**src/rtl/reg_share_arbiter_pkg.sv**
```systemverilog
// reg_share_arbiter_pkg: shared types and helpers for the register-sharing arbiter.
//   state_t  holding-register occupancy (ST_EMPTY / ST_FULL)
//   src_w()  width of a requester index, never narrower than one bit
package reg_share_arbiter_pkg;

   typedef enum logic {
      ST_EMPTY = 1'b0,
      ST_FULL  = 1'b1
   } state_t;

   function automatic int src_w(input int n);
      return (n <= 1) ? 1 : $clog2(n);
   endfunction

endpackage

```
**src/rtl/reg_share_arbiter_rr_arbiter.sv**
```systemverilog
// rr_arbiter: round-robin requester selection with an owned priority pointer.
//   i_clk        clock, rising edge
//   i_rst_n      asynchronous active-low reset
//   i_req        request vector, bit i = requester i
//   i_advance    a grant was accepted this cycle; move the pointer past the winner
//   o_grant      one-hot grant (zero when no request)
//   o_grant_idx  index of the granted requester
//   o_any_req    at least one request is present
module rr_arbiter
   import reg_share_arbiter_pkg::*;
#(
   parameter  int N_REQ = 4,
   localparam int SRC_W = src_w(N_REQ)
) (
   input  logic             i_clk,
   input  logic             i_rst_n,
   input  logic [N_REQ-1:0] i_req,
   input  logic             i_advance,
   output logic [N_REQ-1:0] o_grant,
   output logic [SRC_W-1:0] o_grant_idx,
   output logic             o_any_req
);

   logic [SRC_W-1:0] ptr;
   int               cand;

   // Scan from the farthest offset back to ptr so the closest requester at or
   // after ptr is the last one written and therefore wins.
   always_comb begin
      o_grant_idx = '0;
      o_any_req   = 1'b0;
      cand        = 0;
      for (int j = N_REQ - 1; j >= 0; j--) begin
         cand = int'(ptr) + j;
         cand = (cand >= N_REQ) ? cand - N_REQ : cand;
         if (i_req[cand]) begin
            o_grant_idx = cand[SRC_W-1:0];
            o_any_req   = 1'b1;
         end
      end
   end

   always_comb begin
      o_grant              = '0;
      o_grant[o_grant_idx] = o_any_req;
   end

   always_ff @(posedge i_clk or negedge i_rst_n) begin
      if (!i_rst_n)
         ptr <= '0;
      else if (i_advance && o_any_req)
         ptr <= (int'(o_grant_idx) == N_REQ - 1) ? '0 : o_grant_idx + 1'b1;
   end

endmodule

```
**src/rtl/reg_share_arbiter.sv**
```systemverilog
// reg_share_arbiter: N_REQ producers time-share one WIDTH-bit holding register.
//   i_clk        clock, rising edge
//   i_rst_n      asynchronous active-low reset
//   i_req_valid  per-requester valid
//   i_req_data   requester i data at [i*WIDTH +: WIDTH]
//   o_req_ready  one-hot-or-zero grant; transfer when valid & ready
//   o_q          held value
//   o_q_valid    o_q holds an unconsumed value
//   o_q_src      requester that supplied o_q
//   i_q_ack      consumer takes o_q this cycle (ignored while empty)
module reg_share_arbiter
   import reg_share_arbiter_pkg::*;
#(
   parameter  int WIDTH = 10,
   parameter  int N_REQ = 4,
   localparam int SRC_W = src_w(N_REQ)
) (
   input  logic                   i_clk,
   input  logic                   i_rst_n,
   input  logic [N_REQ-1:0]       i_req_valid,
   input  logic [N_REQ*WIDTH-1:0] i_req_data,
   output logic [N_REQ-1:0]       o_req_ready,
   output logic [WIDTH-1:0]       o_q,
   output logic                   o_q_valid,
   output logic [SRC_W-1:0]       o_q_src,
   input  logic                   i_q_ack
);

   state_t           state;
   logic             load_en;
   logic             any_req;
   logic             xfer;
   logic [N_REQ-1:0] grant;
   logic [SRC_W-1:0] win;

   // The register can accept new data when empty, or when its current value is
   // being consumed this very cycle (consume and reload without a bubble).
   assign load_en     = (state == ST_EMPTY) || i_q_ack;
   assign xfer        = load_en && any_req;
   assign o_req_ready = (i_rst_n && load_en) ? grant : '0;
   assign o_q_valid   = (state == ST_FULL);

   rr_arbiter #(.N_REQ(N_REQ)) u_arb (
      .i_clk       (i_clk),
      .i_rst_n     (i_rst_n),
      .i_req       (i_req_valid),
      .i_advance   (xfer),
      .o_grant     (grant),
      .o_grant_idx (win),
      .o_any_req   (any_req)
   );

   always_ff @(posedge i_clk or negedge i_rst_n) begin
      if (!i_rst_n) begin
         state   <= ST_EMPTY;
         o_q     <= '0;
         o_q_src <= '0;
      end else if (load_en) begin
         state <= any_req ? ST_FULL : ST_EMPTY;
         if (any_req) begin
            o_q     <= i_req_data[int'(win)*WIDTH +: WIDTH];
            o_q_src <= win;
         end
      end
   end

endmodule

```
**config.mk**
```make
export PLATFORM = sky130hd
export DESIGN_NAME = reg_share_arbiter
export DESIGN_NICKNAME = d
export VERILOG_FILES = /design/src/rtl/reg_share_arbiter_pkg.sv /design/src/rtl/reg_share_arbiter_rr_arbiter.sv /design/src/rtl/reg_share_arbiter.sv
export SDC_FILE = /design/constraint.sdc
export NUM_CORES = 1
export LEC_CHECK = 0
export ABC_CLOCK_PERIOD_IN_PS = 1900
export CAP_MARGIN = 40
export CELL_PAD_IN_SITES_DETAIL_PLACEMENT = 0
export CELL_PAD_IN_SITES_GLOBAL_PLACEMENT = 1
export CORE_ASPECT_RATIO = 1.4
export CORE_MARGIN = 3
export CORE_UTILIZATION = 25
export DETAILED_ROUTE_END_ITERATION = 8
export PLACE_DENSITY_LB_ADDON = 0.25
export RECOVER_POWER = 100
export SYNTH_ARGS = -nofsm -noshare
export SYNTH_HDL_FRONTEND = slang
export SYNTH_SLANG_ARGS = --single-unit
```
**constraint.sdc**
```tcl
create_clock -name i_clk -period 1.9 [get_ports i_clk]
set_input_delay 0.38 -clock i_clk [delete_from_list [all_inputs] [get_ports i_clk]]
set_output_delay 0.38 -clock i_clk [all_outputs]
set_load 0.03 [all_outputs]
```
==> results of run 1 <==
-- cells in the final DEF (no fill, tap or decap), types with 2 or more instances in the layout --
cell and n:
nand2b_1 2, a21oi_1 3, nand3_2 2, inv_1 2, buf_6 6, o21ai_0 10
o211ai_2 10, dlygate4sd3_1 14, nand2_1 16, clkbuf_8 3, nor2_4 2, buf_4 24
clkdlybuf4s15_2 2, clkdlybuf4s50_1 41, mux2i_1 11, o21ai_1 2, a211o_1 10, and3_4 3
dfrtp_1 14, buf_8 2, nand2_4 3, nand3_1 8
-- sequential cells by signal, indices dropped and copies added (netlist names) --
signal and cells:
o_q 10, o_q_src 2, o_q_valid 1, u_arb.ptr 2
-- path summary, 6_finish.rpt --
check	slack, ps	cells past startpoint	end
hold reg to reg	480	2	o_q_src[1]
setup / recovery	-170	6	o_req_ready[3]
setup reg to reg	170	8	o_q[1]
min in group asynchronous	580	2	o_q_valid
max in group asynchronous	1100	2	u_arb.ptr[1]
hold / removal	480	2	o_q_src[1]
-- per-layer routing --
metal,share of wire,track usage,vias to the layer above
li1,-,-,619
met1,0.35,0.1741,634
met2,0.59,0.3222,38
met3,0.041,0.02464,6
met4,0.017,0.07269,0
met5,0,0,-
-- critical path, delay by kind of cell, from the launching register on --
family | cells | cell delay [ps]
simple gates | 3 | 680
flops | 1 | 450
fa+ha+maj | 1 | 150
buf+inv | 2 | 170
-- timing repair --
| item | CTS | global route |
|---|---|---|
| setup endpoints to repair | 17 | 4 |
| pin swaps | 10 | 0 |
| setup buffers | 11 | 0 |
| resized for setup | 44 | 1 |
-- where the power goes --
part | internal [µW] | switching, µW | total, µW
registers | 426 | 68.4 | 495
logic | 621 | 658 | 1280
clock network | 148 | 114 | 263
-- synth_stat cells --
| library cell | n | area (µm²) |
|---|---|---|
| ha_1 | 1 | 12.51 |
| inv_2 | 1 | 3.750 |
| mux2i_1 | 11 | 110.1 |
| a21boi_2 | 1 | 11.26 |
| o2bb2a_2 | 1 | 11.26 |
| o22ai_2 | 1 | 12.51 |
| nand2_4 | 2 | 22.52 |
| a21oi_1 | 3 | 15.01 |
| o21ai_1 | 2 | 10.01 |
| buf_2 | 2 | 10.01 |
| or4_4 | 1 | 11.26 |
| o21ai_0 | 10 | 50.05 |
| nand2_2 | 1 | 6.260 |
| nand2b_1 | 2 | 12.51 |
| dfrtp_1 | 15 | 375.4 |
| nor2_1 | 3 | 11.26 |
| a211o_1 | 10 | 87.58 |
| buf_4 | 1 | 7.510 |
| nand3_1 | 8 | 40.04 |
| nand2_1 | 17 | 63.81 |
| buf_6 | 5 | 56.30 |
| and3_1 | 3 | 18.77 |
| or3b_1 | 1 | 8.760 |
| and2_4 | 1 | 8.760 |
| o211ai_2 | 10 | 125.1 |
| nor3b_2 | 1 | 12.51 |
| inv_1 | 2 | 7.510 |
| nand3_2 | 2 | 20.02 |
| o22a_2 | 1 | 10.01 |
-- cells by family after synthesis --
kind of cell	share of synthesized area
compound gates	0.2888
fa+ha+maj	0.01086
buf+inv	0.07383
flops	0.3257
mux	0.09555
simple gates	0.2052
-- stage by stage --
step / power [µW] / util / area [µm²]
after floorplan: 1183 / - / 1160
after global placement: 1630 / 0.4453 / 1934
after detailed placement: 1643 / 0.4453 / 1934
after CTS: 2081 / 0.4983 / 2165
after global routing: 2160 / 0.4974 / 2161
final: 2036 / 0.4974 / 2161
-- final cells by class --
class | instances | share of cell area
Timing Repair Buffer | 94 | 0.4152
Clock buffer | 4 | 0.02085
Tap cell | 60 | 0.03474
Inverter | 3 | 0.006369
Sequential cell | 15 | 0.1743
Multi-Input combinational cell | 93 | 0.3486
==> results.py, run 1 <==
metrics = {
    "timing": {
        "layout_min_cycle_time_ps": 2071,
        "max_slew_margin": 0.7052,
        "period_share": 1.090,
        "timing.setup.tns_ps": -1217,
        "tightest_slew_ps": 442.2,
        "hold_ws_ps": 484.0,
        "rsz0062_at_grt": "true",
        "max_freq_ghz": 0.4828,
        "slew_viol_final": 0,
        "hold_viol_final": 0,
        "fin_skew_ps": 0.9225,
        "setup_violations": 14,
        "fin_ws_ps": -171.4,
    },
    "route": {
        "final_antenna_net_count": 0,
        "vias": 1297,
        "avgViaCountPerCell": 4.822,
        "wire_per_inst_um": 16.06,
        "drt_iter0_drc": 29,
        "wirelength_mm": 4.321,
        "drt_pass1_iterations": 4,
        "drc_errors": 0,
    },
    "global_routing": {
        "antenna_found_initial": 0,
        "grt_max_degree": 25,
        "grt_pass1_vias": 1455,
        "overflow": 0,
        "grt_pass1_wl_mm": 7.113,
        "grt_usage": 0.1662,
    },
    "floorplanning": {
        "io-pin-count": 64,
        "die_h_um": 86.33,
        "coreArea_um2": 4344,
        "dieWidth_um": 63.38,
        "rows": 28,
        "dieArea_um2": 5472,
        "initial_utilization": 0.2653,
    },
    "clock_tree": {
        "clock_latency_ps": 250,
        "cts.sinks": 15,
        "hold_buffers": 0,
        "cts_max_path_buffers": 2,
        "cts_root_buf": "clkbuf_8",
        "cts_made_buffers": 3,
        "clk_pin_slew_ps": 60,
        "cts_tree": "yes",
        "h-tree-depth": 1,
    },
    "final_layout": {
        "fillers": 450,
        "multi_input_area_um2": 753.2,
        "syn_to_final_growth_pct": 87.51,
        "regArea_um2": 376.6,
        "stdcell_count": 269,
        "drive_above_1_share": 0.3493,
        "n_antenna_cell": 0,
        "nets": 258,
    },
    "setup_path": {
        "end_kind": "primary output",
        "required_ps": 1520,
        "cp_max_fo": 5,
        "worstPathArrival_ps": 1690,
        "cp_cell_sequence": "or3b_4 -> nand2_4 -> inv_4 -> ha_4 -> and3_4 -> buf_6",
        "critical_path_class": "reg -> out",
        "cpPeakStageDelay_ps": 450,
        "cp-startpoint": "u_arb.ptr[1]",
        "rr_startpoint": "u_arb.ptr[1]",
        "slowest_stage": "dfrtp_2",
        "start_kind": "flip-flop",
    },
    "pwr": {
        "p_leak_uw": 0.0009504,
        "vdd_ir_drop_max_uv": 329.2,
        "p_per_area_nw_per_um2": 942.3,
    },
    "placed_design": {
        "io_buffer_count": 63,
        "pre_cts_slack_ps": -883.2,
        "hpwl_mm": 3.093,
        "gp_congestion": 0.7369,
        "dp_cells": 254,
    },
    "outcome": {
        "status": "complete, but fails checks",
        "violations": "setup timing",
    },
    "min_path": {
        "hp-class": "reg -> reg",
        "worstHoldStart": "o_q_src[1]",
    },
    "synthesis": {
        "ys_warn_count": 0,
        "yosysSeqAreaShare": 0.3257,
        "yosysUniqueCellTypes": 29,
        "syn-num-nets": 167,
        "netlist_area_um2": 1152,
        "synth_cells": 119,
        "synth_area_per_cell_um2": 9.684,
        "synth-seq-cells": 15,
    },
    "job": {
        "drv_cap": 0,
    },
}
Power figures use the tool's default switching activity.
==> run 2, diff against run 1 <==
--- a/config.mk
+++ b/config.mk
@@ -5,16 +5,18 @@
 export SDC_FILE = /design/constraint.sdc
 export NUM_CORES = 1
 export LEC_CHECK = 0
+export ABC_AREA = 1
 export ABC_CLOCK_PERIOD_IN_PS = 1900
 export CAP_MARGIN = 40
 export CELL_PAD_IN_SITES_DETAIL_PLACEMENT = 0
 export CELL_PAD_IN_SITES_GLOBAL_PLACEMENT = 1
 export CORE_ASPECT_RATIO = 1.4
 export CORE_MARGIN = 3
-export CORE_UTILIZATION = 25
+export CORE_UTILIZATION = 24
 export DETAILED_ROUTE_END_ITERATION = 8
 export PLACE_DENSITY_LB_ADDON = 0.25
 export RECOVER_POWER = 100
 export SYNTH_ARGS = -nofsm -noshare
 export SYNTH_HDL_FRONTEND = slang
 export SYNTH_SLANG_ARGS = --single-unit
+export TNS_END_PERCENT = 1
==> results.py, run 2 <==
metrics = {
    "outcome": {
        "status": "complete, but fails checks",
        "violations": "setup timing",
    },
    "final_layout": {
        "mostFrequentLayoutCells": "nand2_1, clkdlybuf4s50_1, inv_1",
        "nets": 350,
        "fin_util": 0.4555,
        "largest_register_ffs": 10,
        "n_antenna_cell": 0,
        "drive_above_1_share": 0.2591,
        "syn_to_final_growth_pct": 82.98,
        "stdcell_area_um2": 2367,
        "stdcell_count": 367,
        "final_common_cell": "nand2_1",
        "regMostFlops": "o_q",
        "largestRegisters": "o_q: 10 flops, o_q_src: 2 flops, u_arb.ptr: 2 flops",
    },
    "clock_tree": {
        "cts_max_path_buffers": 2,
        "h-tree-depth": 1,
        "cts.sinks": 15,
        "clock_latency_ps": 250,
        "cts_made_buffers": 3,
        "clk_pin_slew_ps": 60,
        "cts_root_buf": "clkbuf_8",
        "cts_tree": "yes",
        "hold_buffers": 0,
    },
    "pwr": {
        "p_per_area_nw_per_um2": 1905,
        "vdd_ir_drop_max_uv": 961.1,
        "p_leak_uw": 0.001228,
    },
    "placed_design": {
        "gp_congestion": 0.7880,
        "placed_cell_area_um2": 2160,
        "hpwl_mm": 3.328,
        "dp_cells": 357,
        "io_buffer_count": 63,
    },
    "synthesis": {
        "synth-edff-count": 0,
        "synthTopCellsByCount": "nand2_1, inv_1, nand3_1, dfrtp_1, nor2_1",
        "syn-num-nets": 258,
        "netlist_area_um2": 1294,
        "synth_top_cells_by_area": "dfrtp_1, nand2_1, inv_1",
        "yosysTopAreaCell": "dfrtp_1",
        "synth-seq-cells": 15,
        "synth_area_per_cell_um2": 6.161,
        "synth_cells": 210,
        "yosysSeqAreaShare": 0.2901,
        "synth_top_area_share": 0.2901,
        "ys.flop_type": "dfrtp_1",
        "async_reset_ff_frac": 1.000,
        "yosysUniqueCellTypes": 24,
        "yosysMostFrequentCell": "nand2_1",
        "ys_warn_count": 0,
    },
    "global_routing": {
        "overflow": 0,
        "grt_pass1_wl_mm": 7.113,
        "grt_pass1_vias": 1617,
        "grt_max_degree": 19,
        "grt_usage": 0.1431,
        "antenna_found_initial": 0,
    },
    "route": {
        "drc_errors": 0,
        "wirelength_mm": 4.113,
        "drt_iter0_drc": 49,
        "wire_per_inst_um": 11.21,
        "avgViaCountPerCell": 4.256,
        "drt_pass1_iterations": 6,
        "vias": 1562,
        "final_antenna_net_count": 0,
    },
    "floorplanning": {
        "coreArea_um2": 5197,
        "initial_utilization": 0.2489,
        "dieWidth_um": 68.05,
        "io-pin-count": 64,
        "rows": 31,
        "die_h_um": 92.87,
        "dieArea_um2": 6320,
    },
    "timing": {
        "layout_min_cycle_time_ps": 2310,
        "fin_skew_ps": 1.332,
        "setup_violations": 14,
        "tightest_slew_ps": 862.5,
        "hold_viol_final": 0,
        "slew_viol_final": 0,
        "rsz0062_at_grt": "true",
        "period_share": 1.216,
        "max_slew_margin": 0.4250,
        "timing.setup.tns_ps": -2667,
        "fin_ws_ps": -410.4,
        "hold_ws_ps": 480.8,
        "max_freq_ghz": 0.4328,
    },
    "setup_path": {
        "required_ps": 1520,
        "cp_max_fo": 6,
        "start_kind": "flip-flop",
        "end_kind": "primary output",
        "worstPathArrival_ps": 1930,
        "critical_path_class": "reg -> out",
    },
    "min_path": {
        "hp-class": "reg -> reg",
    },
    "job": {
        "drv_cap": 0,
    },
}
run 2: cell types whose count changed after synthesis, moves of 3 or more:
cell / before / now
o21ai_0: 10 / 1
inv_1: 2 / 44
nand2_1: 17 / 74
mux2i_1: 11 / 0
and3_1: 3 / 0
buf_6: 5 / 1
a21oi_1: 3 / 0
o211ai_1: 0 / 6
o211ai_2: 10 / 0
nor2_1: 3 / 10
nand2_2: 1 / 4
nor2_2: 0 / 3
a211o_1: 10 / 0
nand3_1: 8 / 31
run 2: cell type report:
cell class | count | area, µm²
Fill cell | 582 | 2830
Timing Repair Buffer | 92 | 867.1
Multi-Input combinational cell | 142 | 812.0
Sequential cell | 15 | 376.6
Inverter | 48 | 182.7
Tap cell | 66 | 82.58
Clock buffer | 3 | 41.29
Clock inverter | 1 | 5.005
run 2: worst paths after layout:
check	slack, ps	end	depth (start not counted)	from
max	-410	o_req_ready[3]	11	u_arb.ptr[0]
min	480	o_q[4]	2	o_q[4]
max reg2reg	-160	o_q[6]	14	u_arb.ptr[0]
min reg2reg	480	o_q[4]	2	o_q[4]
max in group asynchronous	460	u_arb.ptr[0]	3	i_rst_n
min in group asynchronous	850	o_q[3]	3	i_rst_n
run 2: timing repair:
action	CTS	global route
endpoints found under the setup margin	18	18
cloned	0	0
pin swaps	17	7
resized for setup	29	13
buffers inserted	5	1
run 2: stage by stage:
step	setup WS [ps]	power, µW
after floorplan	-305.9	2744
after global placement	-550.7	3861
after detailed placement	-560.0	3871
after CTS	-398.0	4462
after global routing	-518.1	4981
final	-410.4	4509
run 2: report_power, final:
part	total [µW]	switching, µW	internal [µW]
Combinational	3630	2060	1570
Clock	264	118	145
Sequential	613	113	499
Total	4510	2290	2220
run 2: cell families after synthesis:
group / count (synthesis) / synth area share
and+or+nand+nor: 129 / 0.4594
buffers and inverters: 53 / 0.1779
DFF: 15 / 0.2901
AOI/OAI and AO/OA: 12 / 0.06286
adders and majority gates: 1 / 0.009670
run 2: worst max-delay path, cell delays in order, from the launching register on:
cell	delay [ps]
dfrtp_2	460
buf_6	150
nand2_2	60
nand3_2	80
nand2_2	100
nand3_4	100
nand2_4	90
nand2_4	50
nand2_4	100
ha_4	120
nor3b_4	190
buf_6	160
run 2: layer usage:
metal | wire [µm] | global-route usage
met5 | 0 | 0
met4 | 32 | 0.02985
met3 | 238 | 0.02913
met2 | 2283 | 0.2695
met1 | 1557 | 0.1580
